**src/rtl/excp_ctrl.sv**
```systemverilog
// rtl/excp_ctrl.sv - commit-stage trap/ERET controller: strobes cp0, flushes the pipe, redirects fetch
module excp_ctrl #(
    parameter int FLUSH_CYCLES = 2
) (
    input  logic        clk,
    input  logic        reset,
    input  logic        m_valid,
    input  logic [31:0] m_pc,
    input  logic        m_is_slot,
    input  logic        m_excp,
    input  logic        m_is_eret,
    input  logic        stall,
    input  logic        is_int,
    input  logic [31:0] entrance,
    input  logic [31:0] epc,
    input  logic        redirect_ready,
    output logic        ctype_exc,
    output logic [31:0] pc_o,
    output logic        is_slot_o,
    output logic        inter_valid,
    output logic [31:0] int_pc,
    output logic        int_slot,
    output logic        is_eret_o,
    output logic        flush,
    output logic        redirect_valid,
    output logic [31:0] redirect_pc
);

    typedef enum logic [1:0] {
        S_IDLE     = 2'd0,
        S_FLUSH    = 2'd1,
        S_REDIRECT = 2'd2
    } state_t;

    localparam logic [3:0] LP_CNT_INIT = 4'(FLUSH_CYCLES - 1);

    state_t      r_state;
    state_t      w_state_nxt;
    logic [3:0]  r_cnt;
    logic [3:0]  w_cnt_nxt;
    logic [31:0] r_target;
    logic [31:0] w_target_nxt;
    // Low from reset until the first rising edge after release, so no event
    // can be taken in the cycle reset deasserts.
    logic        r_armed;
    logic        w_event;

    always_ff @(posedge clk or negedge reset) begin
        if (!reset) begin
            r_state  <= S_IDLE;
            r_cnt    <= 4'd0;
            r_target <= 32'd0;
            r_armed  <= 1'b0;
        end else begin
            r_state  <= w_state_nxt;
            r_cnt    <= w_cnt_nxt;
            r_target <= w_target_nxt;
            r_armed  <= 1'b1;
        end
    end

    always_comb begin
        w_state_nxt    = r_state;
        w_cnt_nxt      = r_cnt;
        w_target_nxt   = r_target;
        ctype_exc      = 1'b0;
        pc_o           = 32'd0;
        is_slot_o      = 1'b0;
        inter_valid    = 1'b0;
        int_pc         = 32'd0;
        int_slot       = 1'b0;
        is_eret_o      = 1'b0;
        flush          = 1'b0;
        redirect_valid = 1'b0;
        redirect_pc    = 32'd0;

        // Reset gating keeps the combinational strobes quiet while reset is held.
        w_event = reset && r_armed && (r_state == S_IDLE) && m_valid && !stall
                  && (is_int || m_excp || m_is_eret);

        case (r_state)
            S_IDLE: begin
                if (w_event) begin
                    w_state_nxt = S_FLUSH;
                    w_cnt_nxt   = LP_CNT_INIT;
                    if (is_int) begin
                        inter_valid  = 1'b1;
                        int_pc       = m_pc;
                        int_slot     = m_is_slot;
                        w_target_nxt = entrance;
                    end else if (m_excp) begin
                        ctype_exc    = 1'b1;
                        pc_o         = m_pc;
                        is_slot_o    = m_is_slot;
                        w_target_nxt = entrance;
                    end else begin
                        is_eret_o    = 1'b1;
                        w_target_nxt = epc;
                    end
                end
            end
            S_FLUSH: begin
                flush = 1'b1;
                if (r_cnt == 4'd0) begin
                    w_state_nxt = S_REDIRECT;
                end else begin
                    w_cnt_nxt = r_cnt - 4'd1;
                end
            end
            S_REDIRECT: begin
                flush          = 1'b1;
                redirect_valid = 1'b1;
                redirect_pc    = r_target;
                if (redirect_ready) begin
                    w_state_nxt = S_IDLE;
                end
            end
            default: begin
                w_state_nxt = S_IDLE;
            end
        endcase
    end

endmodule

```
**config.mk**
```make
export PLATFORM = sky130hd
export DESIGN_NAME = excp_ctrl
export DESIGN_NICKNAME = d
export VERILOG_FILES = /design/src/rtl/excp_ctrl.sv
export SDC_FILE = /design/constraint.sdc
export NUM_CORES = 1
export LEC_CHECK = 0
export ABC_AREA = 1
export BUFFER_PORTS_ARGS = -buffer_cell sky130_fd_sc_hd__clkbuf_2
export CAP_MARGIN = 30
export CORE_MARGIN = 3
export CORE_UTILIZATION = 37
export CTS_CLUSTER_SIZE = 10
export DETAILED_ROUTE_END_ITERATION = 10
export PLACE_DENSITY = 0.78
export SYNTH_ARGS = -nofsm -noshare
export SYNTH_HDL_FRONTEND = slang
export SYNTH_SLANG_ARGS = --single-unit
```
**constraint.sdc**
```tcl
create_clock -name clk -period 1.7 [get_ports clk]
set_input_delay 0.255 -clock clk [delete_from_list [all_inputs] [get_ports clk]]
set_output_delay 0.255 -clock clk [all_outputs]
set_load 0.01 [all_outputs]
```
Yosys cells after proc, flatten, opt, wreduce, memory -nomap -nowiden
Cells that the tools add are included.
{ "totals": {"register_bits": 39, "inputBits": 105, "output_inout_bits": 103, "elab_cells": 63} }
{ "classes": {"n_addsub": 1, "eq_ne": 6, "n_mux": 37, "n_reduce_logical": 15} }
{ "ops": {"columns": ["cell", "n"], "rows": [
  ["two-way mux 32 bit", 10],
  ["two-way mux 1 bit", 20],
  ["two-way mux 4 bit", 2],
  ["!= test 2 bit, second input constant", 4],
  ["one-hot mux 4 bit (2 select lines)", 1],
  ["two-way mux 2 bit", 3],
  ["one-hot mux 2 bit (3 select lines)", 1],
  ["AND reduction 3 bit", 2],
  ["logical AND 1 bit", 5],
  ["zero test 4 bit", 1],
  ["subtractor 4 x 1 -> 4 bit, second input constant", 1],
  ["equality test 2 x 1 -> 1 bit, second input constant", 1],
  ["equality test 2 bit, second input constant", 1],
  ["zero test 2 bit", 1],
  ["logical OR 1 bit", 2],
  ["AND reduction 2 bit", 1],
  ["nonzero test 2 bit", 1],
  ["OR reduction 2 bit", 1],
  ["zero test 1 bit", 1]
]} }

Depth between registers and ports, before layout
Gate-level depths: netlist of run 1.
{ "logic_depth": {"depth_word": 7, "ltp_mapped": 9, "depth_no_buf": 9} }

Least setup slack after synthesis of run 1
OpenSTA, ideal clock, no wires.
{ "synth_timing": {"path_type": "reg-to-output", "from": "register r_state[0]", "to": "output int_pc[22]", "arrival_ns": 1.504, "required_time_ns": 1.445, "path_slack_ns": -0.059, "stages_incl_launch_ff": 10, "cell_sequence": "dfrtp_1 inv_1 ha_1 nand2_1 nor2_2 nand3_2 inv_4 nand2_2 buf_6 nor2_1"} }
{ "synth_between": {"elab_chain_len": 7} }
{ "synth_lines": {"columns": ["item", "line_no", "text"], "rows": [
  ["start: declaration", "37", "state_t r_state;"],
  ["start signal: assignment", "55", "r_state <= w_state_nxt;"],
  ["zero test 2 bit *", "78, 81", null],
  ["logical AND 1 bit (3 in series)", "78", "w_event = reset && r_armed && (r_state == S_IDLE) && m_valid && !stall"],
  ["logical AND 1 bit", "79", "&& (is_int || m_excp || m_is_eret);"],
  ["two-way mux 32 bit", "83", "if (w_event) begin"],
  ["two-way mux 32 bit *", "81", "case (r_state)"],
  ["end: declaration", "21", "output logic [31:0] int_pc,"]
]} }
Mark *: on every way between the ends. The rest lies on a longest branch, timed or not.

Final worst setup path of run 1
{ "layout_timing": {"from": "register r_state[0]", "to": "output pc_o[13]"} }
{ "layout_between": {"elab_chain_len": 7} }
{ "layout_lines": {"columns": ["item", "line_no", "text"], "rows": [
  ["zero test 2 bit *", "78, 81", null],
  ["logical AND 1 bit (3 in series)", "78", null],
  ["logical AND 1 bit", "79", null],
  ["two-way mux 32 bit", "83", null],
  ["two-way mux 32 bit *", "81", null],
  ["end: declaration", "18", "output logic [31:0] pc_o,"]
]} }
Marks and branches as above.

==> impl_metrics.env, run 1 <==
export IMPL_outcome="finished, violations left"
export IMPL_violations="setup timing"
export IMPL_synth_top_area_share_pct=35.0
export IMPL_die_area_mm2=0.00862
export IMPL_num_rows=31
export IMPL_cts_max_path_buffers=2
export IMPL_hold_path_class="in2async"
export IMPL_drive_gt1_share_pct=57.5
export IMPL_worstSetupStartpointType="flip-flop"
export IMPL_die_x_um=92.8
export IMPL_core_area_mm2=0.00729
export IMPL_hold_buffers=0
export IMPL_area_growth_pct=94.5
export IMPL_path_clk_slew_ns=0.07
export IMPL_yosys_area_top_type="dfrtp_1"
export IMPL_numCtsBuffers=5
export IMPL_syn_area_mm2=0.00279
export IMPL_final_cell_mix="nand2_1 (122), clkbuf_2 (107), inv_1 (79)"
export IMPL_grt_max_degree=66
export IMPL_dr_first_iter_drc_count=138
export IMPL_dpl_hpwl_mm=7.06
export IMPL_finalSetupTns_ns=-20.66
export IMPL_routed_wl_mm=11.2
export IMPL_start_util_pct=38.3
export IMPL_yosysWarnings=0
export IMPL_skew_ns=0.00377
export IMPL_cp_arrival_ns=1.79
export IMPL_syn_area_per_cell_um2=6.15
export IMPL_internal_power_w=0.00278
export IMPL_fin_util_pct=74.4
export IMPL_fin_crit_ns=2.05
export IMPL_worst_setup_path_type="reg2out"
export IMPL_first_pass_iters=5
export IMPL_port_buffers=207
export IMPL_layout_commonest_cell="nand2_1"
export IMPL_antenna_cells=0
export IMPL_ys_ff_latch=39
export IMPL_place_gp_congestion=0.838
export IMPL_maxCapViolations=0
export IMPL_yosysSeqAreaShare_pct=35.0
export IMPL_grt_pass1_vias=3302
export IMPL_report_final_hold_viol_count=0
export IMPL_syn_num_nets=564
export IMPL_timing_final_crit_share_pct=120
export IMPL_p_seq_share_pct=35.7
export IMPL_p_leak_nw=3.43
export IMPL_routed_via_density=4.73
export IMPL_p_comb_share_pct=52.3
export IMPL_grt_pass1_wl_mm=14.7
export IMPL_rsz0062_at_grt="yes"
export IMPL_power_density_mw_per_mm2=875
export IMPL_fin_ws_ns=-0.346
export IMPL_slew_violations=0
export IMPL_io_pins=208
export IMPL_setup_violations=102
export IMPL_drtAntennaViolNets=0
export IMPL_worstPathRequired_ns=1.44
export IMPL_cts_sinks=39
export IMPL_cts_tree="yes"
export IMPL_overflow=0
export IMPL_irDropWorstVdd_uv=609
export IMPL_synth_cell_types=18
export IMPL_yosys_top_cells_area="dfrtp_1 (35%), nand2_1 (21%), inv_1 (15%)"
export IMPL_crit_fanout=20
export IMPL_worst_skew_pair_late_latency_ns=0.28
export IMPL_cts_root_buf="clkbuf_8"
export IMPL_htreeDepth=2
export IMPL_fmax_ghz=0.489
export IMPL_antenna_found_initial=0
export IMPL_final_nets=794
export IMPL_crit_path_end_kind="output port"
export IMPL_clockPowerShare_pct=12.0
export IMPL_wl_per_cell_um=14.3
export IMPL_drc_errors=0
export IMPL_grtUsageTotal_pct=21.2
export IMPL_num_vias=3695
export IMPL_fp_dieH_um=92.8
export IMPL_switchingPower_w=0.00197
export IMPL_netlist_instances=454
export IMPL_netSwitchingFraction_pct=41.5
layer usage:
metal | vias up | track usage, % | wire length, µm
met5 | - | 0 | 0
met4 | 0 | 8.06 | 335
met3 | 28 | 4.63 | 928
met2 | 190 | 39.6 | 5900
met1 | 1695 | 23.0 | 4030
li1 | 1782 | - | -
flip-flops by register name, summed over array words and instances, names as in the netlist:
name and cells:
r_armed 1, r_cnt 4, r_target 32, r_state 2
path summary, 6_finish.rpt:
kind	to	slack, ns	startpoint	cells after the start
hold / removal	r_target[27]	0.04	reset	2
hold reg to reg	r_cnt[1]	0.51	r_cnt[1]	2
max in group asynchronous	r_cnt[0]	1.32	reset	2
min in group clk	r_target[24]	0.22	entrance[24]	3
setup / recovery	pc_o[13]	-0.35	r_state[0]	10
setup reg to reg	r_target[8]	-0.02	r_state[1]	13
area by class of cell:
type                            count  area [µm²]
Clock inverter                      1        7.51
Multi-Input combinational cell    279        1810
Sequential cell                    39         976
Fill cell                         518        1860
Timing Repair Buffer              246        2010
Inverter                          113         432
Clock buffer                        5        68.8
Tap cell                           99         124
Yosys cell counts:
master    number
conb_1         1
nor2_1        72
inv_1        112
buf_6          6
a21oi_1        2
nand2_1      156
nand2_2        1
nand3_4        1
nor2_2         1
o211ai_1      32
nand3_2        1
buf_2          7
nand3_1        7
dfrtp_1       39
ha_1           5
buf_1          1
inv_4          1
clkbuf_1       9
power by group through the flow:
stage	sequential, W	clock (W)	combinational, W
2_1_floorplan	0.00148	0	0.00101
3_3_place_gp	0.00152	0	0.00155
3_5_place_dp	0.00153	0	0.00162
4_1_cts	0.00156	0.000600	0.00208
5_1_grt	0.00174	0.000641	0.00273
6_report	0.00170	0.000569	0.00248
per-stage QoR:
stage	hold slack [ns]	worst slack, ns	area [µm²]	instances	power (W)
floorplan	-0.0406	-0.00924	2940	454	0.00249
global placement	0.342	-0.0356	4160	752	0.00307
detailed placement	0.358	-0.0820	4160	752	0.00315
CTS	0.0416	-0.346	4640	773	0.00425
global route	0.0714	-0.443	5430	782	0.00511
finish	0.0367	-0.346	5430	782	0.00475
kinds of logic after synthesis:
family / share of synthesized area, %
fa+ha+maj: 2.24
flops: 35.0
compound gates: 8.97
other cells: 0.134
buf+inv: 20.3
simple gates: 33.4
timing repair:
action | 4_1_cts | 5_1_grt
setup buffers | 10 | 13
pin swaps | 1 | 5
gates cloned | 7 | 4
endpoints found under the setup margin | 105 | 122
resized for setup | 53 | 280
worst max-delay path: stages, from the launching register on:
cell and delay, ns:
dfrtp_1 0.39, inv_2 0.09, ha_4 0.14, nand2_2 0.04, nor2_2 0.08, nand3_2 0.10, inv_4 0.11, nand3_4 0.10
buf_12 0.18, nor2_2 0.12, buf_2 0.15
Power figures use the tool's default switching activity.
==> run 2: changes to the inputs <==
--- a/config.mk
+++ b/config.mk
@@ -9,10 +9,12 @@
 export BUFFER_PORTS_ARGS = -buffer_cell sky130_fd_sc_hd__clkbuf_2
 export CAP_MARGIN = 30
 export CORE_MARGIN = 3
-export CORE_UTILIZATION = 37
+export CORE_UTILIZATION = 44
+export CTS_BUF_LIST = sky130_fd_sc_hd__clkbuf_16
 export CTS_CLUSTER_SIZE = 10
 export DETAILED_ROUTE_END_ITERATION = 10
-export PLACE_DENSITY = 0.78
+export PLACE_DENSITY = 0.87
+export REMOVE_ABC_BUFFERS = 1
 export SYNTH_ARGS = -nofsm -noshare
 export SYNTH_HDL_FRONTEND = slang
 export SYNTH_SLANG_ARGS = --single-unit
==> constraint.sdc (replaced) <==
create_clock -name clk -period 2.51 [get_ports clk]
set_input_delay 0.3765 -clock clk [delete_from_list [all_inputs] [get_ports clk]]
set_output_delay 0.3765 -clock clk [all_outputs]
set_load 0.01 [all_outputs]
==> impl_metrics.env, run 2 (synthesis results as in run 1) <==
export IMPL_outcome="completed"
export IMPL_grtUsageTotal_pct=21.2
export IMPL_path_clk_slew_ns=0.06
export IMPL_drive_gt1_share_pct=35.3
export IMPL_routed_via_density=4.56
export IMPL_wl_per_cell_um=11.5
export IMPL_relSlewSlack_pct=62.4
export IMPL_reg2reg_from="r_state[1]"
export IMPL_final_cell_mix="clkbuf_2 (207), nand2_1 (156), inv_1 (112)"
export IMPL_grt_pass1_vias=2941
export IMPL_worst_setup_path_type="reg2out"
export IMPL_start_util_pct=46.3
export IMPL_r2r_slack_ns=0.55
export IMPL_grt_pass1_wl_mm=12.9
export IMPL_cts_root_buf="clkbuf_16"
export IMPL_core_area_mm2=0.00603
export IMPL_num_fill_cells=536
export IMPL_crit_start="r_state[1]"
export IMPL_drtAntennaViolNets=0
export IMPL_top_regs="r_target (32), r_cnt (4), r_state (2)"
export IMPL_top_usage_layer="met2"
export IMPL_cp_arrival_ns=2.00
export IMPL_layout_commonest_cell="clkbuf_2"
export IMPL_dr_first_iter_drc_count=141
export IMPL_rsz0062_at_grt="no"
export IMPL_first_pass_iters=4
export IMPL_finalPower_w=0.00262
export IMPL_crit_path_end_kind="output port"
export IMPL_drc_errors=0
export IMPL_worstPathRequired_ns=2.13
export IMPL_worstSetupStartpointType="flip-flop"
export IMPL_die_x_um=85.6
export IMPL_worstRegToRegCells=10
export IMPL_reg2reg_to="r_cnt[3]"
export IMPL_p_leak_nw=2.88
export IMPL_htreeDepth=2
export IMPL_io_pins=208
export IMPL_timing_final_crit_share_pct=94.6
export IMPL_port_buffers=207
export IMPL_num_rows=28
export IMPL_cts_sinks=39
export IMPL_numCtsBuffers=5
export IMPL_fin_crit_ns=2.37
export IMPL_maxCapViolations=0
export IMPL_grt_use_met3_pct=6.82
export IMPL_power_density_mw_per_mm2=646
export IMPL_fp_dieH_um=85.6
export IMPL_antenna_found_initial=0
export IMPL_worst_slew_pin_slew_ns=0.563
export IMPL_antenna_cells=0
export IMPL_routed_wl_mm=8.40
export IMPL_overflow=0
export IMPL_largest_register="r_target"
export IMPL_cts_max_path_buffers=2
export IMPL_grt_max_degree=66
export IMPL_irDropWorstVdd_uv=363
export IMPL_final_nets=766
export IMPL_worst_skew_pair_late_latency_ns=0.27
export IMPL_crit_fanout=17
export IMPL_place_gp_congestion=0.862
export IMPL_cts_tree="yes"
export IMPL_report_final_hold_viol_count=0
export IMPL_num_vias=3339
export IMPL_largest_register_ffs=32
export IMPL_placed_cell_area_mm2=0.00383
export IMPL_die_area_mm2=0.00733
export IMPL_slew_violations=0
export IMPL_area_growth_pct=45.5
export IMPL_use_met1_pct=26.4
export IMPL_grt_use_met2_pct=35.4
export IMPL_hold_path_class="in2async"
export IMPL_setup_violations=0
export IMPL_skew_ns=0.00388
export IMPL_stdcell_area_mm2=0.00406
export IMPL_dpl_hpwl_mm=6.64
export IMPL_fmax_ghz=0.421
run 2: metal layers:
metal	wire length [µm]	vias to the layer above
met4	74	0
met3	756	4
met1	3560	1484
met2	4000	130
met5	0	-
li1	-	1721
run 2: area by class of cell:
cell class	instances	area, µm²	area share, %
multi-input cells	281	1310	32.4
inverters	113	432	10.6
clock inverters	3	15.0	0.370
repair buffers	216	1100	27.2
well taps	75	93.8	2.31
flip-flops and latches	39	976	24.0
clock buffers	5	125	3.08
run 2: worst max-delay path by stage:
stage / end / slack (ns)
after global routing: pc_o[7] / 0.007
after global placement: pc_o[20] / 0.27
after floorplan: inter_valid / -1.63
final: pc_o[4] / 0.14
after CTS: pc_o[20] / -0.06
after detailed placement: pc_o[20] / 0.17
run 2: timing repair:
action	CTS	global route
hold buffers	0	0
cloned	0	2
setup buffers	0	3
pin swaps	0	1
endpoints found under the setup margin	35	68
resized for setup	1	9
run 2: report_power, final:
part,total (W),internal (W),switching (W)
logic,0.00101,0.000393,0.000618
clock network,0.000579,0.000360,0.000219
registers,0.00103,0.000888,0.000145
total,0.00262,0.00164,0.000982
run 2: critical path: stages (launching register included):
cell	delay, ns
dfrtp_1	0.40
inv_1	0.11
ha_2	0.22
nand2_1	0.07
nor2_2	0.09
nand3_2	0.14
inv_8	0.16
nand3_4	0.20
nor2_1	0.18
clkbuf_2	0.15
run 2: metrics by stage:
stage               setup WS [ns]  cells  hold WS, ns  TNS [ns]  util [%]
detailed placement          0.174    719        0.466         0      63.6
global route              0.00689    732        0.211         0      67.4
floorplan                   -1.63    431       0.0809   -145.98         -
CTS                       -0.0574    727        0.184    -0.700      66.0
global placement            0.267    719        0.463         0      63.6
finish                      0.137    732        0.167         0      67.4
==> run 3: changes to the inputs <==
--- a/config.mk
+++ b/config.mk
@@ -8,9 +8,10 @@
 export ABC_AREA = 1
 export BUFFER_PORTS_ARGS = -buffer_cell sky130_fd_sc_hd__clkbuf_2
 export CAP_MARGIN = 30
-export CORE_MARGIN = 3
+export CORE_MARGIN = 2
 export CORE_UTILIZATION = 44
 export CTS_BUF_LIST = sky130_fd_sc_hd__clkbuf_16
+export CTS_CLUSTER_DIAMETER = 50
 export CTS_CLUSTER_SIZE = 10
 export DETAILED_ROUTE_END_ITERATION = 10
 export PLACE_DENSITY = 0.87
==> impl_metrics.env, run 3 (synthesis results as in run 1) <==
export IMPL_hold_buffers=0
export IMPL_fin_util_pct=65.0
export IMPL_top_regs="r_target (32), r_cnt (4), r_state (2)"
export IMPL_worstSetupStartpointType="flip-flop"
export IMPL_p_leak_nw=2.87
export IMPL_skew_ns=0.00317
export IMPL_drc_errors=0
export IMPL_largest_register_ffs=32
export IMPL_port_buffers=207
export IMPL_pre_cts_ws_ns=0.250
export IMPL_numCtsBuffers=5
export IMPL_finalPower_w=0.00266
export IMPL_first_pass_iters=5
export IMPL_cts_tree="yes"
export IMPL_overflow=0
export IMPL_die_area_mm2=0.00699
export IMPL_io_pins=208
export IMPL_worst_setup_path_type="reg2out"
export IMPL_num_vias=3438
export IMPL_reg2reg_from="r_state[1]"
export IMPL_slew_violations=0
export IMPL_worstPathRequired_ns=2.13
export IMPL_report_final_hold_viol_count=0
export IMPL_num_rows=29
export IMPL_final_nets=763
export IMPL_crit_start="r_state[1]"
export IMPL_cts_sinks=39
export IMPL_multi_input_area_mm2=0.00132
export IMPL_htreeDepth=2
export IMPL_antenna_cells=0
export IMPL_regArea_um2=976
export IMPL_final_cell_mix="clkbuf_2 (207), nand2_1 (156), inv_1 (114)"
export IMPL_drtAntennaViolNets=0
export IMPL_setup_violations=0
export IMPL_grt_pass1_wl_mm=14.5
export IMPL_routed_via_density=4.70
export IMPL_crit_path_end_kind="output port"
export IMPL_grt_pass1_vias=3117
export IMPL_crit_fanout=17
export IMPL_worst_slew_pin_slew_ns=0.594
export IMPL_cts_root_buf="clkbuf_16"
export IMPL_worst_skew_pair_late_latency_ns=0.27
export IMPL_relSlewSlack_pct=60.4
export IMPL_grt_max_degree=66
export IMPL_fmax_ghz=0.422
export IMPL_cp_arrival_ns=2.00
export IMPL_grtUsageTotal_pct=25.1
export IMPL_rsz0062_at_grt="yes"
export IMPL_routed_wl_mm=8.98
export IMPL_core_area_mm2=0.00624
export IMPL_place_gp_congestion=0.903
export IMPL_antenna_found_initial=0
export IMPL_dpl_hpwl_mm=7.07
export IMPL_die_x_um=83.6
export IMPL_fin_ws_ns=0.138
export IMPL_start_util_pct=44.7
export IMPL_timing_final_crit_share_pct=94.5
export IMPL_layout_commonest_cell="clkbuf_2"
export IMPL_drive_gt1_share_pct=35.8
export IMPL_irDropWorstVdd_uv=431
export IMPL_fp_dieH_um=83.6
export IMPL_path_clk_slew_ns=0.05
export IMPL_hold_path_class="in2async"
export IMPL_outcome="completed"
export IMPL_largest_register="r_target"
export IMPL_cts_max_path_buffers=2
export IMPL_maxCapViolations=0
export IMPL_dr_first_iter_drc_count=168
export IMPL_power_density_mw_per_mm2=656
export IMPL_area_growth_pct=45.3
export IMPL_num_fill_cells=575
export IMPL_post_cts_buffers=0
export IMPL_wl_per_cell_um=12.3
export IMPL_fin_crit_ns=2.37
-- run 3: cell type report --
type	instances	share of cell area [%]
flip-flops and latches	39	24.1
multi-input cells	281	32.6
well taps	77	2.38
inverters	113	10.6
clock buffers	5	3.09
repair buffers	213	27.0
clock inverters	3	0.309
-- run 3: worst paths after layout --
path,end,slack [ns],cells past startpoint
max in group asynchronous,r_target[15],2.00,2
min,r_armed,0.16,2
min reg2reg,r_target[31],0.48,2
max,pc_o[28],0.14,9
max reg2reg,r_cnt[0],0.56,10
min in group clk,r_target[25],0.35,3
-- run 3: what timing repair did --
action,CTS,global route
hold endpoints to repair,0,0
cloned,1,1
gates resized for setup,3,9
setup endpoints to repair,3,40
-- run 3: per-stage QoR --
step / hold slack (ns) / TNS [ns] / area (µm²) / instances
5_1_grt: 0.209 / -0.00620 / 4050 / 731
3_3_place_gp: 0.463 / 0 / 3850 / 721
3_5_place_dp: 0.466 / 0 / 3850 / 721
2_1_floorplan: 0.0809 / -145.98 / 2650 / 431
6_report: 0.161 / 0 / 4050 / 731
4_1_cts: 0.190 / 0 / 4010 / 730
-- run 3: per-layer routing --
metal,track usage [%],up-vias,share of wire [%]
met2,40.7,145,48
met3,4.55,16,7.5
met1,34.9,1562,43
li1,-,1715,-
met5,0,-,0
met4,6.16,0,1.4
-- run 3: worst max-delay path, stage by stage (launching register included) --
cell and delay, ns:
dfrtp_1 0.40, inv_1 0.12, ha_2 0.23, nand2_1 0.07, nor2_2 0.09, nand3_2 0.13
inv_6 0.15, nand3_4 0.20, nor2_1 0.18, clkbuf_2 0.15
-- run 3: power breakdown --
part           switching (W)  leakage, nW  internal, W  total, W
logic               0.000632         2.30     0.000404   0.00104
clock network       0.000225       0.0762     0.000358  0.000584
registers           0.000151        0.495     0.000888   0.00104
total                0.00101         2.87      0.00165   0.00266
